$ cat src/rtl/bus_cycle_ctrl.sv
// bus_cycle_ctrl: 68000 bus cycle sequencer.
// Generates DTACK for internally timed ROM/RAM cycles, forwards peripheral
// DTACK for DUART/MFP/interrupt-acknowledge cycles and raises BERR when a
// cycle is not acknowledged within TIMEOUT_CYCLES clock edges.
module bus_cycle_ctrl #(
    parameter int unsigned ROM_WS         = 2,
    parameter int unsigned RAM_WS         = 0,
    parameter int unsigned TIMEOUT_CYCLES = 64
) (
    input  logic       CLK,
    input  logic       RST,
    input  logic       AS,
    input  logic       IACK,
    input  logic       ROMEN,
    input  logic       RAMEN,
    input  logic       DUARTEN,
    input  logic       MFPEN,
    input  logic       DUART_DTACK_IN,
    input  logic       MFP_DTACK_IN,
    output logic       DTACK,
    output logic       BERR,
    output logic       TIMEOUT_SEEN,
    output logic [7:0] ERR_COUNT
);

    // Bus cycle states
    localparam logic [1:0] S_IDLE = 2'd0;
    localparam logic [1:0] S_WAIT = 2'd1;
    localparam logic [1:0] S_ACK  = 2'd2;
    localparam logic [1:0] S_ERR  = 2'd3;

    // Cycle classes latched at cycle start
    localparam logic [1:0] C_INT      = 2'd0;
    localparam logic [1:0] C_DUART    = 2'd1;
    localparam logic [1:0] C_MFP      = 2'd2;
    localparam logic [1:0] C_UNMAPPED = 2'd3;

    localparam logic [3:0] ROM_WAIT = 4'(ROM_WS);
    localparam logic [3:0] RAM_WAIT = 4'(RAM_WS);
    localparam logic [7:0] TO_LIMIT = 8'(TIMEOUT_CYCLES);

    logic [1:0] r_state;
    logic [1:0] r_class;
    logic [3:0] r_wait_cnt;
    logic [7:0] r_to_cnt;
    logic       r_timeout_seen;
    logic [7:0] r_err_count;

    logic [1:0] w_state_next;
    logic [1:0] w_class_next;
    logic [3:0] w_wait_next;
    logic [7:0] w_to_next;
    logic [1:0] w_start_class;
    logic [3:0] w_start_wait;
    logic       w_ack_cond;
    logic       w_timeout;
    logic       w_enter_err;

    // Priority decode of the cycle class from IACK and the chip selects
    always_comb begin
        w_start_class = C_UNMAPPED;
        w_start_wait  = 4'd0;
        if (!IACK) begin
            w_start_class = C_MFP;
        end else if (!ROMEN) begin
            w_start_class = C_INT;
            w_start_wait  = ROM_WAIT;
        end else if (!RAMEN) begin
            w_start_class = C_INT;
            w_start_wait  = RAM_WAIT;
        end else if (!DUARTEN) begin
            w_start_class = C_DUART;
        end else if (!MFPEN) begin
            w_start_class = C_MFP;
        end
    end

    // Acknowledge condition for the latched class; only the peripheral
    // belonging to the cycle can terminate it
    always_comb begin
        w_ack_cond = 1'b0;
        case (r_class)
            C_INT:   w_ack_cond = (r_wait_cnt == 4'd1);
            C_DUART: w_ack_cond = !DUART_DTACK_IN;
            C_MFP:   w_ack_cond = !MFP_DTACK_IN;
            default: w_ack_cond = 1'b0;
        endcase
    end

    // r_to_cnt holds k on WAIT edge N+k, so BERR follows edge N+TIMEOUT_CYCLES
    assign w_timeout = (r_to_cnt == TO_LIMIT);

    // Next-state and counter update logic
    always_comb begin
        w_state_next = r_state;
        w_class_next = r_class;
        w_wait_next  = r_wait_cnt;
        w_to_next    = r_to_cnt;
        case (r_state)
            S_IDLE: begin
                if (!AS) begin
                    w_class_next = w_start_class;
                    w_wait_next  = w_start_wait;
                    w_to_next    = 8'd1;
                    if ((w_start_class == C_INT) && (w_start_wait == 4'd0)) begin
                        w_state_next = S_ACK;
                    end else begin
                        w_state_next = S_WAIT;
                    end
                end
            end
            S_WAIT: begin
                if (AS) begin
                    // CPU abandoned the cycle: no ack, no error
                    w_state_next = S_IDLE;
                end else if (w_ack_cond) begin
                    // Ack beats a timeout falling on the same edge
                    w_state_next = S_ACK;
                end else if (w_timeout) begin
                    w_state_next = S_ERR;
                end else begin
                    w_to_next = r_to_cnt + 8'd1;
                    if (r_wait_cnt != 4'd0) begin
                        w_wait_next = r_wait_cnt - 4'd1;
                    end
                end
            end
            S_ACK, S_ERR: begin
                if (AS) begin
                    w_state_next = S_IDLE;
                end
            end
            default: begin
                w_state_next = S_IDLE;
            end
        endcase
    end

    assign w_enter_err = (r_state == S_WAIT) && (w_state_next == S_ERR);

    // State and counter registers
    always_ff @(posedge CLK or negedge RST) begin
        if (!RST) begin
            r_state    <= S_IDLE;
            r_class    <= C_UNMAPPED;
            r_wait_cnt <= 4'd0;
            r_to_cnt   <= 8'd0;
        end else begin
            r_state    <= w_state_next;
            r_class    <= w_class_next;
            r_wait_cnt <= w_wait_next;
            r_to_cnt   <= w_to_next;
        end
    end

    // Sticky timeout flag and saturating error counter
    always_ff @(posedge CLK or negedge RST) begin
        if (!RST) begin
            r_timeout_seen <= 1'b0;
            r_err_count    <= 8'd0;
        end else if (w_enter_err) begin
            r_timeout_seen <= 1'b1;
            if (r_err_count != 8'hFF) begin
                r_err_count <= r_err_count + 8'd1;
            end
        end
    end

    // Outputs decoded from registered state only
    assign DTACK        = (r_state != S_ACK);
    assign BERR         = (r_state != S_ERR);
    assign TIMEOUT_SEEN = r_timeout_seen;
    assign ERR_COUNT    = r_err_count;

endmodule

$ cat config.mk
export PLATFORM = sky130hd
export DESIGN_NAME = bus_cycle_ctrl
export DESIGN_NICKNAME = d
export VERILOG_FILES = /design/src/rtl/bus_cycle_ctrl.sv
export SDC_FILE = /design/constraint.sdc
export NUM_CORES = 1
export LEC_CHECK = 0
export ABC_AREA = 1
export BUFFER_PORTS_ARGS = -buffer_cell sky130_fd_sc_hd__buf_2
export CAP_MARGIN = 10
export CORE_AREA = 2 2 51 64
export CTS_CLUSTER_DIAMETER = 80
export DETAILED_ROUTE_END_ITERATION = 6
export DIE_AREA = 0 0 53 66
export GPL_TIMING_DRIVEN = 0
export HOLD_SLACK_MARGIN = 0.05
export PLACE_DENSITY = 0.75
export RECOVER_POWER = 100
export SLEW_MARGIN = 20
export SYNTH_ARGS = -nofsm -noshare
export SYNTH_HDL_FRONTEND = slang
export SYNTH_SLANG_ARGS = --single-unit
$ cat constraint.sdc
create_clock -name CLK -period 1.9 [get_ports CLK]
set_input_delay 0.475 -clock CLK [delete_from_list [all_inputs] [get_ports CLK]]
set_output_delay 0.475 -clock CLK [all_outputs]
set_load 0.005 [all_outputs]
## Word-level counts from Yosys, hierarchy flattened

Cells that the tools add are included.

| storage, ports and cells | value |
|---|---|
| input port bits | 10 |
| bits in registers | 25 |
| logic and storage cells | 67 |
| output and inout bits | 11 |

| operators by class | value |
|---|---|
| $add $sub $neg | 3 |
| multiplexer cells | 26 |
| equal/unequal tests | 16 |
| reduce and logical (&&, ||, !) cells | 15 |
| bitwise gates (word level) | 1 |

Operators with widths:

| operator | number |
|---|---|
| 8-bit two-way mux | 4 |
| 4-bit two-way mux | 6 |
| 2-bit two-way mux | 11 |
| 8-bit by 1-bit adder with 8-bit output (second input constant) | 2 |
| 8-bit one-hot mux with 2 select lines | 1 |
| 2-bit != test (second input constant) | 7 |
| 2-bit equality test (second input constant) | 4 |
| 8-bit by 7-bit equality test with 1-bit output (second input constant) | 1 |
| 8-bit != test (second input constant) | 1 |
| 4-bit one-hot mux with 2 select lines | 1 |
| 2-bit logical NOT | 3 |
| 2-bit one-hot mux with 3 select lines | 1 |
| 6-bit AND reduction | 1 |
| 5-bit AND reduction | 1 |
| 2-bit by 1-bit equality test with 1-bit output (second input constant) | 2 |
| 4-bit by 1-bit equality test with 1-bit output (second input constant) | 1 |
| 4-bit logical NOT | 1 |
| 2-bit AND reduction | 2 |
| 4-bit nonzero test | 1 |
| 4-bit by 1-bit subtractor with 4-bit output (second input constant) | 1 |
| 1-bit one-hot mux with 3 select lines | 1 |
| 1-bit logical AND | 2 |
| 1-bit logical NOT | 2 |
| 2-bit nonzero test | 1 |
| other kinds (3) | 3 |

## Logic depth before layout (Yosys ltp)

| logic depth | value |
|---|---|
| depth after elaboration | 13 |
| mapped depth | 12 |
| mapped depth without buffers | 12 |

## Worst setup path before layout

OpenSTA, ideal clock, no wires.

| path | value |
|---|---|
| path kind | reg-to-reg |
| start | register r_err_count[0], in the netlist ERR_COUNT[0] |
| end | register r_err_count[5], in the netlist ERR_COUNT[5] |
| slack | 0.514 ns |
| required time | 1.834 ns |
| arrival time | 1.320 ns |
| cell stages (with the launch flop) | 8 |
| buffers on the path | 0 |
| path through | dfrtp_1 > ha_1 > nand3_1 > nor2_1 > nand4_2 > nand3_4 > nand2_1 > nand2_1 |

| between the ends | value |
|---|---|
| cells in the longest elaborated chain, start to end | 2 |

RTL lines:

| what | line | text |
|---|---|---|
| from (decl) | 47 | `logic [7:0] r_err_count;` |
| from (signal assigned) | 164 | `r_err_count <= r_err_count + 8'd1;` |
| parallel branches: the longest is 2 deep, another holds 8-bit by 1-bit adder with 8-bit output | - |  |

Several ways; the timed one is not identified.
A chain may end at the register's enable or synchronous reset.

## Worst setup path in the final report

| path | value |
|---|---|
| start | register r_state[0] |
| end | output DTACK |

| between the ends | value |
|---|---|
| cells in the longest elaborated chain, start to end | 1 |

RTL lines:

| what | line | text |
|---|---|---|
| from (decl) | 42 | `logic [1:0] r_state;` |
| from (signal assigned) | 149 | `r_state <= w_state_next;` |
| 2-bit != test | 170 | `assign DTACK = (r_state != S_ACK);` |
| to (decl) | 20 | `output logic DTACK,` |

Every way passes these cells.

==> results.ini <==
[clocking]
cts_setup_buffers=0
h-tree-depth=1
cts_sinks=25
cts_tree=built
clk_pin_slew_ns=0.14
cts_resized=0
cts_hold_buf=0
root_buffer=clkbuf_4
cts_made_buffers=3
insertion_delay_ns=0.32
clockBufferDepth=2

[critical_path]
crit_arrival_ns=1.17
r2r_end=ERR_COUNT[1]$_DFFE_PN0P_
cp-start-kind=register
rrSetupSlack_ns=0.26
cp_cell_sequence=inv_1, nand2_1, clkbuf_1
crit_type=reg -> out
crit_required_ns=1.42
crit_slowest_cell=dfrtp_1
r2r_cells=10
endpoint_kind=output pin
path_buf_inv=2
timing.rr.start=r_wait_cnt[1]$_DFFE_PN0P_
cp_slowest_stage_delay_ns=0.51
critical_path.top_delay_family=flip-flops
cp_max_fo=6

[pwr]
totalPowerFinal_mw=1.84
ir_drop_mv=0.637
power_density_nw_per_um2=1080
leakage_nw=0.855

[die]
start_util_pct=53.6
std_cell_rows=22
pin_count=21
core_um2=2890
die_w_um=53
die_area_um2=3500
die_h_um=66

[timing]
skew_ns=0.00887
final_hold_viol_count=0
rsz0062_at_grt=false
setup_viol=0
setup_slack_ns=0.252
timing.final.crit_period_ns=1.65
max-slew-margin-rel_pct=12.3
maxSlewViolCount=0
setup_tns_ns=0
tightestPinTransition_ns=1.32
period_share_pct=86.8
maxClockFrequency_mhz=607

[global_route]
grt_pass1_wl_mm=5.51
grt-ovfl-total=0
grt_usage_pct=20.9
grt_pass1_vias=1321
grt_antenna_before_repair=0
grt_max_degree=26

[placed_design]
placed_area_um2=1700
place_ws_ns=0.299
gp_congestion=0.771
portBuffers=20
place_hpwl_mm=2.26

[detailed_routing]
drtIter0Drc=5
route.final.wire_length_mm=2.95
wl_per_cell_um=11.7
vias=1304
dr_wl_met2_mm=1.60
wl_met1_mm=1.27
firstDrtPassIters=4
highest_layer=met4
via_per_inst=5.15
ant_nets=0
dr_wl_met3_um=46
drc=0

[final_layout]
syn_to_final_growth_pct=9.85
layout.nets=234
layout-drive-gt1-share_pct=14.3
antenna_cells=0
final_util_pct=58.9
final_area_um2=1700
fill_cells=289

[yosys]
yosys_warnings=0
syn_nets=209
ys_seq_area_share_pct=40.5
syn_area_um2=1550
syn_inst=193
ys_ff_latch=25
synth_cell_type_count=28
synth_area_per_cell_um2=8.03

[job]
drv_cap=0

[hold_path]
worstHoldPathType=in -> async

[outcome]
status=complete, no violations

## registers in the layout (all words and copies together), names as in the netlist
| signal | cells |
|---|---|
| ERR_COUNT | 8 |
| TIMEOUT_SEEN | 1 |
| r_class | 2 |
| r_state | 2 |
| r_to_cnt | 8 |
| r_wait_cnt | 4 |
## cell families (layout without fill, tap and decap cells)
| logic type | count (synthesis) | in the layout | share of synthesized area (%) |
|---|---|---|---|
| buf+inv | 26 | 50 | 7.51 |
| xor+xnor | 14 | 14 | 7.91 |
| simple gates | 104 | 104 | 32.5 |
| flops | 25 | 25 | 40.5 |
| compound gates | 18 | 18 | 6.70 |
| fa+ha+maj | 6 | 6 | 4.84 |
## Yosys cell counts
cell type / instances / area (um2)
nand2_1: 54 / 203
dfrtp_1: 23 / 576
inv_1: 21 / 78.8
nor2_1: 16 / 60.1
nand3_1: 12 / 60.1
nand4_1: 12 / 75.1
xor2_1: 9 / 78.8
o21ai_0: 7 / 35.0
ha_1: 6 / 75.1
xnor2_1: 5 / 43.8
o21ai_1: 4 / 20.0
o31ai_1: 4 / 30.0
buf_6: 2 / 22.5
dfstp_2: 2 / 52.6
nand2_4: 2 / 22.5
nor3_1: 2 / 10.0
a21o_1: 1 / 7.51
a21oi_1: 1 / 5.00
a31oi_1: 1 / 6.26
clkinv_2: 1 / 5.00
inv_2: 1 / 3.75
inv_4: 1 / 6.26
nand3_2: 1 / 10.0
nand3_4: 1 / 17.5
nand4_2: 1 / 12.5
nor2_4: 1 / 11.3
nor3_4: 1 / 16.3
or2_1: 1 / 6.26
## per-layer routing
layer  global-route usage, %  vias up
met5                       0        -
met4                    5.77        0
met3                    2.04        4
met2                    40.6        9
met1                    23.2      612
li1                        -      679
## cells in the final DEF (no fill, tap or decap), types with 2 or more instances in the layout
| master | instances |
|---|---|
| xnor2_1 | 5 |
| nand4_1 | 12 |
| ha_1 | 6 |
| xor2_1 | 9 |
| nor2_1 | 16 |
| buf_6 | 2 |
| inv_1 | 21 |
| dfrtp_1 | 23 |
| o31ai_1 | 4 |
| nor3_1 | 2 |
| clkbuf_1 | 6 |
| dfstp_2 | 2 |
| nand2_4 | 2 |
| buf_2 | 15 |
| o21ai_0 | 10 |
| nand3_1 | 13 |
| clkbuf_4 | 3 |
| nand2_1 | 54 |
## worst max path at each step
stage                             start                        end  slack (ns)  cells after the start
5_1_grt        ERR_COUNT[0]$_DFFE_PN0P_   ERR_COUNT[4]$_DFFE_PN0P_        0.08                      7
4_1_cts            r_state[0]$_DFF_PN0_                      DTACK        0.25                      3
3_3_place_gp   ERR_COUNT[0]$_DFFE_PN0P_   ERR_COUNT[1]$_DFFE_PN0P_        0.31                      7
2_1_floorplan  ERR_COUNT[0]$_DFFE_PN0P_   ERR_COUNT[5]$_DFFE_PN0P_        0.51                      7
6_report           r_state[0]$_DFF_PN0_                      DTACK        0.25                      3
3_5_place_dp    r_to_cnt[0]$_DFFE_PN0P_  r_wait_cnt[1]$_DFFE_PN0P_        0.30                     12
## per-stage QoR
stage / hold slack [ns] / std cells
after CTS: 0.149 / 253
final: 0.402 / 253
after detailed placement: 0.455 / 249
after global routing: 0.472 / 253
after global placement: 0.441 / 249
after floorplan: 0.179 / 193
## report_power, final
group / switching [mW] / total [mW] / internal (mW)
sequential: 0.135 / 0.804 / 0.669
clock: 0.161 / 0.243 / 0.0823
combinational: 0.490 / 0.791 / 0.301
## final cells by class
cell class	instances	area, um2	area share [%]
timing repair buffer	20	93.8	5.51
multi-input combinational	142	793	46.6
buffer	2	22.5	1.32
tap	36	45.0	2.65
sequential	25	628	36.9
inverter	24	93.8	5.51
clock buffer	4	26.3	1.54
(Power assumes the default switching activity.)
